### config.mk
export PLATFORM = sky130hd
export DESIGN_NAME = sp_shift_unit
export DESIGN_NICKNAME = d
export VERILOG_FILES = /design/src/rtl/sp_shift_unit_pkg.sv /design/src/rtl/sp_shift_unit_slot.sv /design/src/rtl/sp_shift_unit.sv
export SDC_FILE = /design/constraint.sdc
export NUM_CORES = 1
export LEC_CHECK = 0
export BUFFER_PORTS_ARGS = -buffer_cell sky130_fd_sc_hd__clkbuf_2
export CORE_ASPECT_RATIO = 1.2
export CORE_UTILIZATION = 38
export DETAILED_ROUTE_END_ITERATION = 10
export PLACE_DENSITY_LB_ADDON = 0.1
export SYNTH_ARGS = -nofsm -noshare
export SYNTH_HDL_FRONTEND = slang
export SYNTH_SLANG_ARGS = --single-unit
export TNS_END_PERCENT = 50
### constraint.sdc
create_clock -name clk -period 2.8 [get_ports clk]
set_input_delay 0.56 -clock clk [delete_from_list [all_inputs] [get_ports clk]]
set_output_delay 0.56 -clock clk [all_outputs]
set_load 0.03 [all_outputs]
### src/rtl/sp_shift_unit_pkg.sv
// Shared types and constants for the sprite pixel engine.
// Optional sprite-0 hit logic is built when SP_ZERO_HIT_EN is defined.
package sp_shift_unit_pkg;

    // Sprite tiles are always 8 pixels wide.
    localparam int SPRITE_WIDTH = 8;

    // Attribute byte bit positions used by this engine. Vertical flip is
    // resolved during pattern fetch, before the bitmaps reach second OAM.
    localparam int ATTR_PRIO  = 5;
    localparam int ATTR_FLIPH = 6;

    // One second-OAM entry as handed over at the end of sprite fetch.
    typedef struct packed {
        logic       active;
        logic [7:0] x_pos;
        logic [7:0] attribute;
        logic [7:0] bitmap_hi;
        logic [7:0] bitmap_lo;
    } second_oam_t;

    // Mirror a bitmap row so a horizontally flipped sprite still shifts MSB-first.
    function automatic logic [SPRITE_WIDTH-1:0] bit_rev8(input logic [SPRITE_WIDTH-1:0] v);
        logic [SPRITE_WIDTH-1:0] r;
        for (int i = 0; i < SPRITE_WIDTH; i++) begin
            r[i] = v[SPRITE_WIDTH-1-i];
        end
        return r;
    endfunction

endpackage

### src/rtl/sp_shift_unit_slot.sv
// One sprite slot: X down-counter, latched palette/priority and the two
// pattern shift registers. Emits this dot's 2-bit pixel combinationally.
module sp_shift_unit_slot
    import sp_shift_unit_pkg::*;
#(
    parameter int PAL_W = 2
) (
    input  logic              clk,
    input  logic              rst_n,
    input  logic              load_i,
    input  logic              pix_en_i,
    input  second_oam_t       entry_i,
    output logic [1:0]        pix_o,
    output logic [PAL_W-1:0]  pal_o,
    output logic              prio_o
);

    logic                    active_q, active_d;
    logic [7:0]              cnt_q, cnt_d;
    logic [PAL_W-1:0]        pal_q, pal_d;
    logic                    prio_q, prio_d;
    logic [SPRITE_WIDTH-1:0] lo_sr_q, lo_sr_d;
    logic [SPRITE_WIDTH-1:0] hi_sr_q, hi_sr_d;

    // Only the palette, priority and flip bits of the attribute are consumed here.
    logic unused_attr;
    assign unused_attr = ^entry_i.attribute;

    // Next state: load wins over a dot advance; counter saturates at 0,
    // after which the pattern bits shift out with zero fill.
    always_comb begin
        active_d = active_q;
        cnt_d    = cnt_q;
        pal_d    = pal_q;
        prio_d   = prio_q;
        lo_sr_d  = lo_sr_q;
        hi_sr_d  = hi_sr_q;
        if (load_i) begin
            active_d = entry_i.active;
            cnt_d    = entry_i.x_pos;
            pal_d    = entry_i.attribute[PAL_W-1:0];
            prio_d   = entry_i.attribute[ATTR_PRIO];
            if (!entry_i.active) begin
                lo_sr_d = '0;
                hi_sr_d = '0;
            end else if (entry_i.attribute[ATTR_FLIPH]) begin
                lo_sr_d = bit_rev8(entry_i.bitmap_lo);
                hi_sr_d = bit_rev8(entry_i.bitmap_hi);
            end else begin
                lo_sr_d = entry_i.bitmap_lo;
                hi_sr_d = entry_i.bitmap_hi;
            end
        end else if (pix_en_i) begin
            if (cnt_q != 8'd0) begin
                cnt_d = cnt_q - 8'd1;
            end else begin
                lo_sr_d = {lo_sr_q[SPRITE_WIDTH-2:0], 1'b0};
                hi_sr_d = {hi_sr_q[SPRITE_WIDTH-2:0], 1'b0};
            end
        end
    end

    // Slot state registers; reset leaves the slot inactive and empty.
    always_ff @(posedge clk or negedge rst_n) begin
        if (!rst_n) begin
            active_q <= 1'b0;
            cnt_q    <= 8'd0;
            pal_q    <= '0;
            prio_q   <= 1'b0;
            lo_sr_q  <= '0;
            hi_sr_q  <= '0;
        end else begin
            active_q <= active_d;
            cnt_q    <= cnt_d;
            pal_q    <= pal_d;
            prio_q   <= prio_d;
            lo_sr_q  <= lo_sr_d;
            hi_sr_q  <= hi_sr_d;
        end
    end

    // Pixel for the current dot: visible only once the counter has run out.
    always_comb begin
        pix_o = 2'b00;
        if (active_q && (cnt_q == 8'd0)) begin
            pix_o = {hi_sr_q[SPRITE_WIDTH-1], lo_sr_q[SPRITE_WIDTH-1]};
        end
    end

    assign pal_o  = pal_q;
    assign prio_o = prio_q;

endmodule

### src/rtl/sp_shift_unit.sv
// Sprite pixel engine top: NUM_SP slots, lowest-index opaque slot wins,
// left-column clip, registered pixel/priority/valid outputs.
// Define SP_ZERO_HIT_EN to add bg_opaque/sp0_hit_clr inputs and the sticky sp0_hit flag.
module sp_shift_unit
    import sp_shift_unit_pkg::*;
#(
    parameter int NUM_SP = 8,
    parameter int PAL_W  = 2
) (
    input  logic              clk,
    input  logic              rst_n,
    input  logic              load,
    input  second_oam_t       sec_oam [NUM_SP],
    input  logic              sp0_present,
    input  logic              pix_en,
    input  logic [8:0]        col,
    input  logic              clip_left,
`ifdef SP_ZERO_HIT_EN
    input  logic              bg_opaque,
    input  logic              sp0_hit_clr,
    output logic              sp0_hit,
`endif
    output logic [PAL_W+1:0]  sp_color_idx,
    output logic              sp_prio,
    output logic              sp_valid
);

    logic [1:0]       slot_pix  [NUM_SP];
    logic [PAL_W-1:0] slot_pal  [NUM_SP];
    logic [NUM_SP-1:0] slot_prio;

    genvar g;
    generate
        for (g = 0; g < NUM_SP; g++) begin : g_slot
            sp_shift_unit_slot #(
                .PAL_W (PAL_W)
            ) u_slot (
                .clk      (clk),
                .rst_n    (rst_n),
                .load_i   (load),
                .pix_en_i (pix_en),
                .entry_i  (sec_oam[g]),
                .pix_o    (slot_pix[g]),
                .pal_o    (slot_pal[g]),
                .prio_o   (slot_prio[g])
            );
        end
    endgenerate

    // A dot advance only counts when no load is happening in the same cycle.
    logic dot_adv;
    assign dot_adv = pix_en && !load;

    // Dots hidden from sprites: clipped left margin and anything past column 255.
    logic dot_masked;
    assign dot_masked = (clip_left && (col < 9'd8)) || col[8];

    // Priority select: walk from the lowest-priority slot up so the
    // lowest-index opaque slot is the last (and winning) assignment.
    logic [1:0]       win_pix;
    logic [PAL_W-1:0] win_pal;
    logic             win_prio;
    always_comb begin
        win_pix  = 2'b00;
        win_pal  = '0;
        win_prio = 1'b0;
        for (int i = NUM_SP - 1; i >= 0; i--) begin
            if (slot_pix[i] != 2'b00) begin
                win_pix  = slot_pix[i];
                win_pal  = slot_pal[i];
                win_prio = slot_prio[i];
            end
        end
    end

    logic [PAL_W+1:0] color_q, color_d;
    logic             prio_q, prio_d;
    logic             valid_q, valid_d;

    // Output next state: update on a dot advance, otherwise hold.
    always_comb begin
        color_d = color_q;
        prio_d  = prio_q;
        valid_d = dot_adv;
        if (dot_adv) begin
            if (dot_masked || (win_pix == 2'b00)) begin
                color_d = '0;
                prio_d  = 1'b0;
            end else begin
                color_d = {win_pal, win_pix};
                prio_d  = win_prio;
            end
        end
    end

    // Registered pixel outputs.
    always_ff @(posedge clk or negedge rst_n) begin
        if (!rst_n) begin
            color_q <= '0;
            prio_q  <= 1'b0;
            valid_q <= 1'b0;
        end else begin
            color_q <= color_d;
            prio_q  <= prio_d;
            valid_q <= valid_d;
        end
    end

    assign sp_color_idx = color_q;
    assign sp_prio      = prio_q;
    assign sp_valid     = valid_q;

`ifdef SP_ZERO_HIT_EN
    logic sp0_q, sp0_d;
    logic hit_q, hit_d;
    logic hit_set;

    // Sprite-0 hit uses slot 0's own pixel, whether or not it won the dot.
    assign hit_set = dot_adv && sp0_q && (slot_pix[0] != 2'b00) && bg_opaque
                     && (col != 9'd255) && !dot_masked;

    // Latch sp0_present per line; the hit flag is sticky and clear dominates.
    always_comb begin
        sp0_d = load ? sp0_present : sp0_q;
        hit_d = hit_q;
        if (sp0_hit_clr) begin
            hit_d = 1'b0;
        end else if (hit_set) begin
            hit_d = 1'b1;
        end
    end

    // Sprite-0 hit registers.
    always_ff @(posedge clk or negedge rst_n) begin
        if (!rst_n) begin
            sp0_q <= 1'b0;
            hit_q <= 1'b0;
        end else begin
            sp0_q <= sp0_d;
            hit_q <= hit_d;
        end
    end

    assign sp0_hit = hit_q;
`else
    logic unused_sp0;
    assign unused_sp0 = sp0_present;
`endif

endmodule

==> summary.md, run 1 <==
| Metric | Value |
|---|---|
| First-pass GRT wire length | `50000 µm` |
| Lkg Pwr | `7.73 nW` |
| Fraction of layout cells with a size suffix above 1 | `0.251` |
| Area of the multi-input gates | `6190 µm²` |
| Initial core utilization | `0.390` |
| Die area | `33200 µm²` |
| Area Growth Syn to Fin | `21.3%` |
| Final worst-path setup slack | `0.298 ns` |
| Max Fanout on Critical Path | `5` |
| FMAX | `400 MHz` |
| Post-synthesis cell area | `12300 µm²` |
| Largest net degree at the start of global routing | `92` |
| Hold-fix buffers, CTS | `0` |
| Die Height | `199 µm` |
| Syn Nets | `1472` |
| RR Endpoint | `sp_color_idx[2]$_DFFE_PN0P_` |
| Final WL | `31500 µm` |
| Crit start category | `register` |
| Most common cell in the synthesized netlist | `mux2i_1` |
| Clock Latency Late Sink | `0.53 ns` |
| # setup viols final | `0` |
| Worst setup EP type | `register` |
| Failing checks | `DRC` |
| DRT antenna net count | `0` |
| Die width | `167 µm` |
| Clock transition at path regs | `0.06 ns` |
| Hold crit path type | `primary input to async pin` |
| Req. time, crit path | `3.19 ns` |
| # resized after CTS | `0` |
| Worst vdd ir | `0.366 mV` |
| Setup WS pre-CTS | `0.278 ns` |
| Worst R2R Start | `g_slot[0].u_slot.cnt_q[0]$_DFFE_PN0P_` |
| Ys async rst share | `1.00` |
| Final Max Tran Viols | `0` |
| Top post-synthesis cells by count | `mux2i_1, dfrtp_1, nand2_1` |
| Unrepaired setup endpoints after global routing | `no` |
| Clk sinks | `230` |
| Gp weighted congestion | `0.789` |
| R2R cell count | `9` |
| Num rows | `71` |
| DP HPWL | `23100 µm` |
| Drt drc | `28` |
| Number of synthesized flops with an enable pin | `0` |
| Drt via density | `5.24` |
| CTS buffer count | `26` |
| WP data arrival | `2.89 ns` |
| Clock Tree Root | `clkbuf_16` |
| CTS tree | `built` |
| Power per cell area | `578 nW/µm²` |
| Net count, final | `1707` |
| GRT overflow | `0` |
| Core region area | `31600 µm²` |
| Main area contributors after synthesis | `dfrtp_1, mux2i_1, o22ai_1` |
| Antenna violations before repair | `1` |
| Synthesized flop and latch total | `230` |
| Vias in the first global route | `9504` |
| Total power | `8.65 mW` |
| Finished Core Util | `0.474` |
| Post-synth cell types | `65` |
| Via count | `9616` |
| Synthesized instance count | `1179` |
| Total track usage | `0.189` |
| DRT iter0 DRCs | `453` |
| Worst Tran Pin Value | `0.598 ns` |
| Max-cap violations | `0` |
| Clock Skews | `0.00854 ns` |
| 1st-pass router iterations | `7` |
| Top cell type's share of synthesized area | `0.466` |
| Fill cells | `3080` |
| Slew headroom | `0.599` |
| Top_reg_cell synth | `dfrtp_1` |
| Setup slack, reg-to-reg | `0.30 ns` |
| Register area | `5760 µm²` |
| Fin crit period | `2.50 ns` |
| Post-synthesis sequential area ratio | `0.466` |
| Final Hold Violating Endpoints | `0` |
| CP Class | `register to register` |
| I/O pins | `285` |
| Setup TNS | `0 ns` |
| H-Tree Depth | `1` |
| Yosys top cell by area | `dfrtp_1` |
| Buffer count from post-CTS setup fixing | `0` |
| IO Port Bufs | `248` |
| Status | `complete, but fails checks` |
| Wire per inst | `17.1 µm` |
| Post-Syn Area per Cell | `10.5 µm²` |
| Yosys Warn Count | `0` |
| Crit share post-route | `0.894` |
| Clock tree buffer depth | `3` |
[routing by layer]
layer  GRT usage  up-vias  routed length (µm)
met4      0.0374        2                 355
met3      0.0301       30                1570
li1            -     4800                   -
met2       0.313      204               14600
met1       0.262     4580               14900
met5           0        -                  10
[critical path: stages (launching register included)]
cell and delay [ns]:
dfrtp_1 0.41, inv_1 0.07, ha_1 0.15, or3b_1 0.45, nor4_4 0.38, and4b_1 0.26
a22o_1 0.19, a21oi_1 0.16, a2bb2oi_1 0.19, o41ai_1 0.09
[registers in the layout (all words and copies together) (netlist names)]
| signal | count |
|---|---|
| sp_prio | 1 |
| g_slot.u_slot.active_q | 8 |
| g_slot.u_slot.pal_o | 16 |
| g_slot.u_slot.hi_sr_q | 64 |
| sp_color_idx | 4 |
| g_slot.u_slot.prio_o | 8 |
| g_slot.u_slot.cnt_q | 64 |
| g_slot.u_slot.lo_sr_q | 64 |
| sp_valid | 1 |
[worst max path at each step]
stage,to,start,slack [ns]
finish,sp_color_idx[2]$_DFFE_PN0P_,g_slot[0].u_slot.cnt_q[0]$_DFFE_PN0P_,0.30
global route,sp_prio$_DFFE_PN0P_,g_slot[6].u_slot.cnt_q[0]$_DFFE_PN0P_,0.07
CTS,sp_color_idx[2]$_DFFE_PN0P_,g_slot[0].u_slot.cnt_q[0]$_DFFE_PN0P_,0.27
detailed placement,sp_color_idx[2]$_DFFE_PN0P_,g_slot[0].u_slot.cnt_q[0]$_DFFE_PN0P_,0.28
global placement,sp_prio$_DFFE_PN0P_,g_slot[6].u_slot.cnt_q[0]$_DFFE_PN0P_,0.30
floorplan,sp_color_idx[2]$_DFFE_PN0P_,g_slot[0].u_slot.cnt_q[0]$_DFFE_PN0P_,0.55
[stage by stage]
step                      hold slack (ns)  cell area (µm²)  cells
final                              0.0284            15000   1836
after global routing               0.0516            15000   1834
after CTS                          0.0422            15000   1834
after detailed placement            0.470            14100   1787
after global placement              0.466            14100   1787
after floorplan                     0.264            12300   1179
[logic make-up (layout without fill, tap and decap cells)]
family / count (synthesis) / in the layout / synth area share
adders and majority gates: 14 / 14 / 0.0142
AOI/OAI and AO/OA: 261 / 261 / 0.126
DFF: 230 / 230 / 0.466
muxes: 266 / 266 / 0.218
xor gates and xnor gates: 51 / 51 / 0.0362
buffers and inverters: 103 / 357 / 0.0321
other: 0 / 2 / 0
and+or+nand+nor: 254 / 254 / 0.107
[area by class of cell]
type | count | share of cell area
flip-flops and latches | 230 | 0.384
clock inverters | 9 | 0.00635
well taps | 401 | 0.0335
inverters | 33 | 0.00827
diodes | 2 | 0.000334
multi-input cells | 846 | 0.413
repair buffers | 277 | 0.102
clock buffers | 38 | 0.0519
[cells in the final DEF (no fill, tap or decap), drive strengths merged, types with 3 or more instances in the layout]
cell type and instances:
xor2 23, nand2b 7, nand4 4, nor3 18
nor2 27, o41ai 3, and3 4, nand3 23
a21oi 21, a211oi 3, nor4 13, o21ai 94
nand2 116, buf 30, nand3b 4, or4 7
a31oi 3, xnor2 28, clkbuf 285, o22ai 113
a21o 3, or3 7, inv 33, clkinv 7
ha 14, dfrtp 230, nor3b 4, mux2i 241
nor2b 6, mux2 25
[power breakdown]
group          leakage, nW  switching [mW]  internal [mW]
Combinational         4.39           0.663          0.612
Clock                0.437            1.38           2.10
Sequential            2.90           0.255           3.65
Total                 7.73            2.30           6.36
Note: power is estimated with default switching activity, not from simulation.
==> run 2, diff against run 1 <==
--- a/config.mk
+++ b/config.mk
@@ -7,5 +7,5 @@
 export LEC_CHECK = 0
 export BUFFER_PORTS_ARGS = -buffer_cell sky130_fd_sc_hd__clkbuf_2
-export CORE_ASPECT_RATIO = 1.2
+export CORE_ASPECT_RATIO = 1.75
 export CORE_UTILIZATION = 38
 export DETAILED_ROUTE_END_ITERATION = 10
==> constraint.sdc (replaced) <==
create_clock -name clk -period 2.8 [get_ports clk]
set_input_delay 0 -clock clk [delete_from_list [all_inputs] [get_ports clk]]
set_output_delay 0 -clock clk [all_outputs]
set_load 0.03 [all_outputs]
==> run 2 against run 1 <==
Against the previous run: the flow still finishes with violations (DRC); sequential cell count did not move; final cell count rose by 18%; non-clock buffer count rose by 330; sequential share of layout area fell by 6.7 points; register-to-register slack got worse by 0.09 ns; clock skew fell by 0.0020 ns; die area barely moved; final area rose by 21%; wire length rose by 14%; worst hold slack improved by 0.029 ns; setup slack got worse by 0.085 ns; largest cell class unchanged.
==> summary.md, run 2 (synthesized netlist as in run 1, its figures left out) <==
| Metric | Value |
|---|---|
| Crit share post-route | `0.924` |
| # setup viols final | `0` |
| GRT overflow | `0` |
| Buffer count from post-CTS setup fixing | `0` |
| DP Area | `14100 µm²` |
| Max Fanout on Critical Path | `8` |
| Total track usage | `0.220` |
| Worst setup EP type | `register` |
| Setup TNS | `0 ns` |
| Gp weighted congestion | `0.803` |
| Final Max Tran Viols | `0` |
| Status | `complete, but fails checks` |
| Via count | `11000` |
| WP data arrival | `2.99 ns` |
| Fill cells | `2872` |
| I/O pins | `285` |
| Drt drc | `18` |
| H-Tree Depth | `1` |
| Fin crit period | `2.59 ns` |
| Power per cell area | `480 nW/µm²` |
| Finished Cell Area | `18100 µm²` |
| First-pass GRT wire length | `58300 µm` |
| CP Class | `register to register` |
| CTS tree | `built` |
| Commonest cells after routing, fill and taps aside | `dlygate4sd3_1, clkbuf_2, mux2i_1, dfrtp_1, nand2_1` |
| Req. time, crit path | `3.20 ns` |
| Final Hold Violating Endpoints | `0` |
| Clock Tree Root | `clkbuf_16` |
| Worst vdd ir | `0.343 mV` |
| Initial core utilization | `0.384` |
| DP HPWL | `23900 µm` |
| Largest registers | `g_slot.u_slot.cnt_q (64), g_slot.u_slot.hi_sr_q (64), g_slot.u_slot.lo_sr_q (64)` |
| Hold crit path type | `primary input to register` |
| Area Growth Syn to Fin | `47.0%` |
| Drt via density | `5.10` |
| Setup WS pre-CTS | `0.243 ns` |
| IO Port Bufs | `248` |
| Die width | `138 µm` |
| Failing checks | `DRC` |
| Clock transition at path regs | `0.06 ns` |
| Final WL | `36000 µm` |
| DRT iter0 DRCs | `330` |
| Unrepaired setup endpoints after global routing | `no` |
| Vias in the first global route | `11800` |
| Clock Latency Late Sink | `0.52 ns` |
| FMAX | `386 MHz` |
| 1st-pass router iterations | `8` |
| Max-cap violations | `0` |
| Crit-path max cell delay | `0.58 ns` |
| CTS buffer count | `24` |
| Net count, final | `2035` |
| Largest net degree at the start of global routing | `92` |
| Wire per inst | `16.7 µm` |
| Final worst-path setup slack | `0.212 ns` |
| Crit start category | `register` |
| DRT antenna net count | `0` |
| Num rows | `87` |
| Total power | `8.72 mW` |
| Worst Tran Pin Value | `0.787 ns` |
| Placed cell count | `1784` |
| Leading cell type in the layout, fill and taps excluded | `dlygate4sd3_1` |
| Antenna violations before repair | `5` |
| Core region area | `32100 µm²` |
| Die area | `33200 µm²` |
| Post-route insts no fill | `2159` |
| Lkg Pwr | `9.03 nW` |
| Clock Skews | `0.00657 ns` |
| Clock tree buffer depth | `3` |
| CP Cell Sequence | `inv_1 > ha_1 > or3b_4 > nor3_2 > buf_4 > nand2b_2 > nor2_1 > xnor2_1 > o21ai_0 > dlygate4sd3_1` |
| Clk sinks | `230` |
| Die Height | `240 µm` |
| Slew headroom | `0.474` |
| Max stage delay cell, worst path | `dlygate4sd3_1` |
| Fraction of layout cells with a size suffix above 1 | `0.201` |
[run 2: per-layer routing]
| layer | vias to the layer above | routed length [µm] | share of wire | track usage |
|---|---|---|---|---|
| met2 | 213 | 19500 | 0.54 | 0.426 |
| met1 | 5308 | 14500 | 0.40 | 0.247 |
| met4 | 0 | 973 | 0.027 | 0.0817 |
| met3 | 51 | 1040 | 0.029 | 0.0229 |
| met5 | - | 0 | 0 | 0 |
| li1 | 5444 | - | - | - |
[run 2: what timing repair did]
item	CTS	global route
hold buffers	332	0
resized for setup	0	4
endpoints found under the setup margin	0	10
hold endpoints to repair	302	0
[run 2: per-stage QoR]
stage | utilization | hold slack (ns)
after detailed placement | 0.438 | 0.0893
after global placement | 0.438 | 0.0966
after floorplan | - | -0.296
final | 0.565 | 0.0575
after global routing | 0.565 | 0.0652
after CTS | 0.564 | 0.0338
[run 2: worst paths after layout]
check / startpoint / end / slack [ns] / cells after the start
max reg2reg: g_slot[0].u_slot.cnt_q[0]$_DFFE_PN0P_ / g_slot[0].u_slot.cnt_q[4]$_DFFE_PN0P_ / 0.21 / 10
max: g_slot[0].u_slot.cnt_q[0]$_DFFE_PN0P_ / g_slot[0].u_slot.cnt_q[4]$_DFFE_PN0P_ / 0.21 / 10
min: col[8] / sp_color_idx[1]$_DFFE_PN0P_ / 0.06 / 3
max in group asynchronous: rst_n / g_slot[2].u_slot.hi_sr_q[1]$_DFFE_PN0P_ / 1.91 / 3
min in group asynchronous: rst_n / g_slot[1].u_slot.cnt_q[4]$_DFFE_PN0P_ / 0.11 / 2
min reg2reg: sp_color_idx[1]$_DFFE_PN0P_ / sp_color_idx[1]$_DFFE_PN0P_ / 0.48 / 2
[run 2: worst max-delay path: cells and delay by family, from the launching register on]
| kind | cells | cell delay, ns |
|---|---|---|
| buf+inv | 3 | 0.85 |
| simple gates | 4 | 0.84 |
| flops | 1 | 0.41 |
| fa+ha+maj | 1 | 0.15 |
| xor+xnor | 1 | 0.13 |
| compound gates | 1 | 0.09 |
[run 2: area by class of cell]
| cell class | instances | area (µm²) | area share |
|---|---|---|---|
| Multi-Input combinational cell | 846 | 6200 | 0.342 |
| Sequential cell | 230 | 5760 | 0.317 |
| Timing Repair Buffer | 607 | 4820 | 0.266 |
| Clock buffer | 36 | 717 | 0.0395 |
| Tap cell | 400 | 500 | 0.0276 |
| Inverter | 33 | 124 | 0.00683 |
| Antenna cell | 5 | 12.5 | 0.000689 |
| Clock inverter | 2 | 10.0 | 0.000552 |
[run 2: power breakdown]
group	leakage (nW)	internal [mW]	switching (mW)
combinational	5.77	0.978	0.767
clock	0.359	1.75	1.32
sequential	2.90	3.65	0.259
total	9.03	6.38	2.34
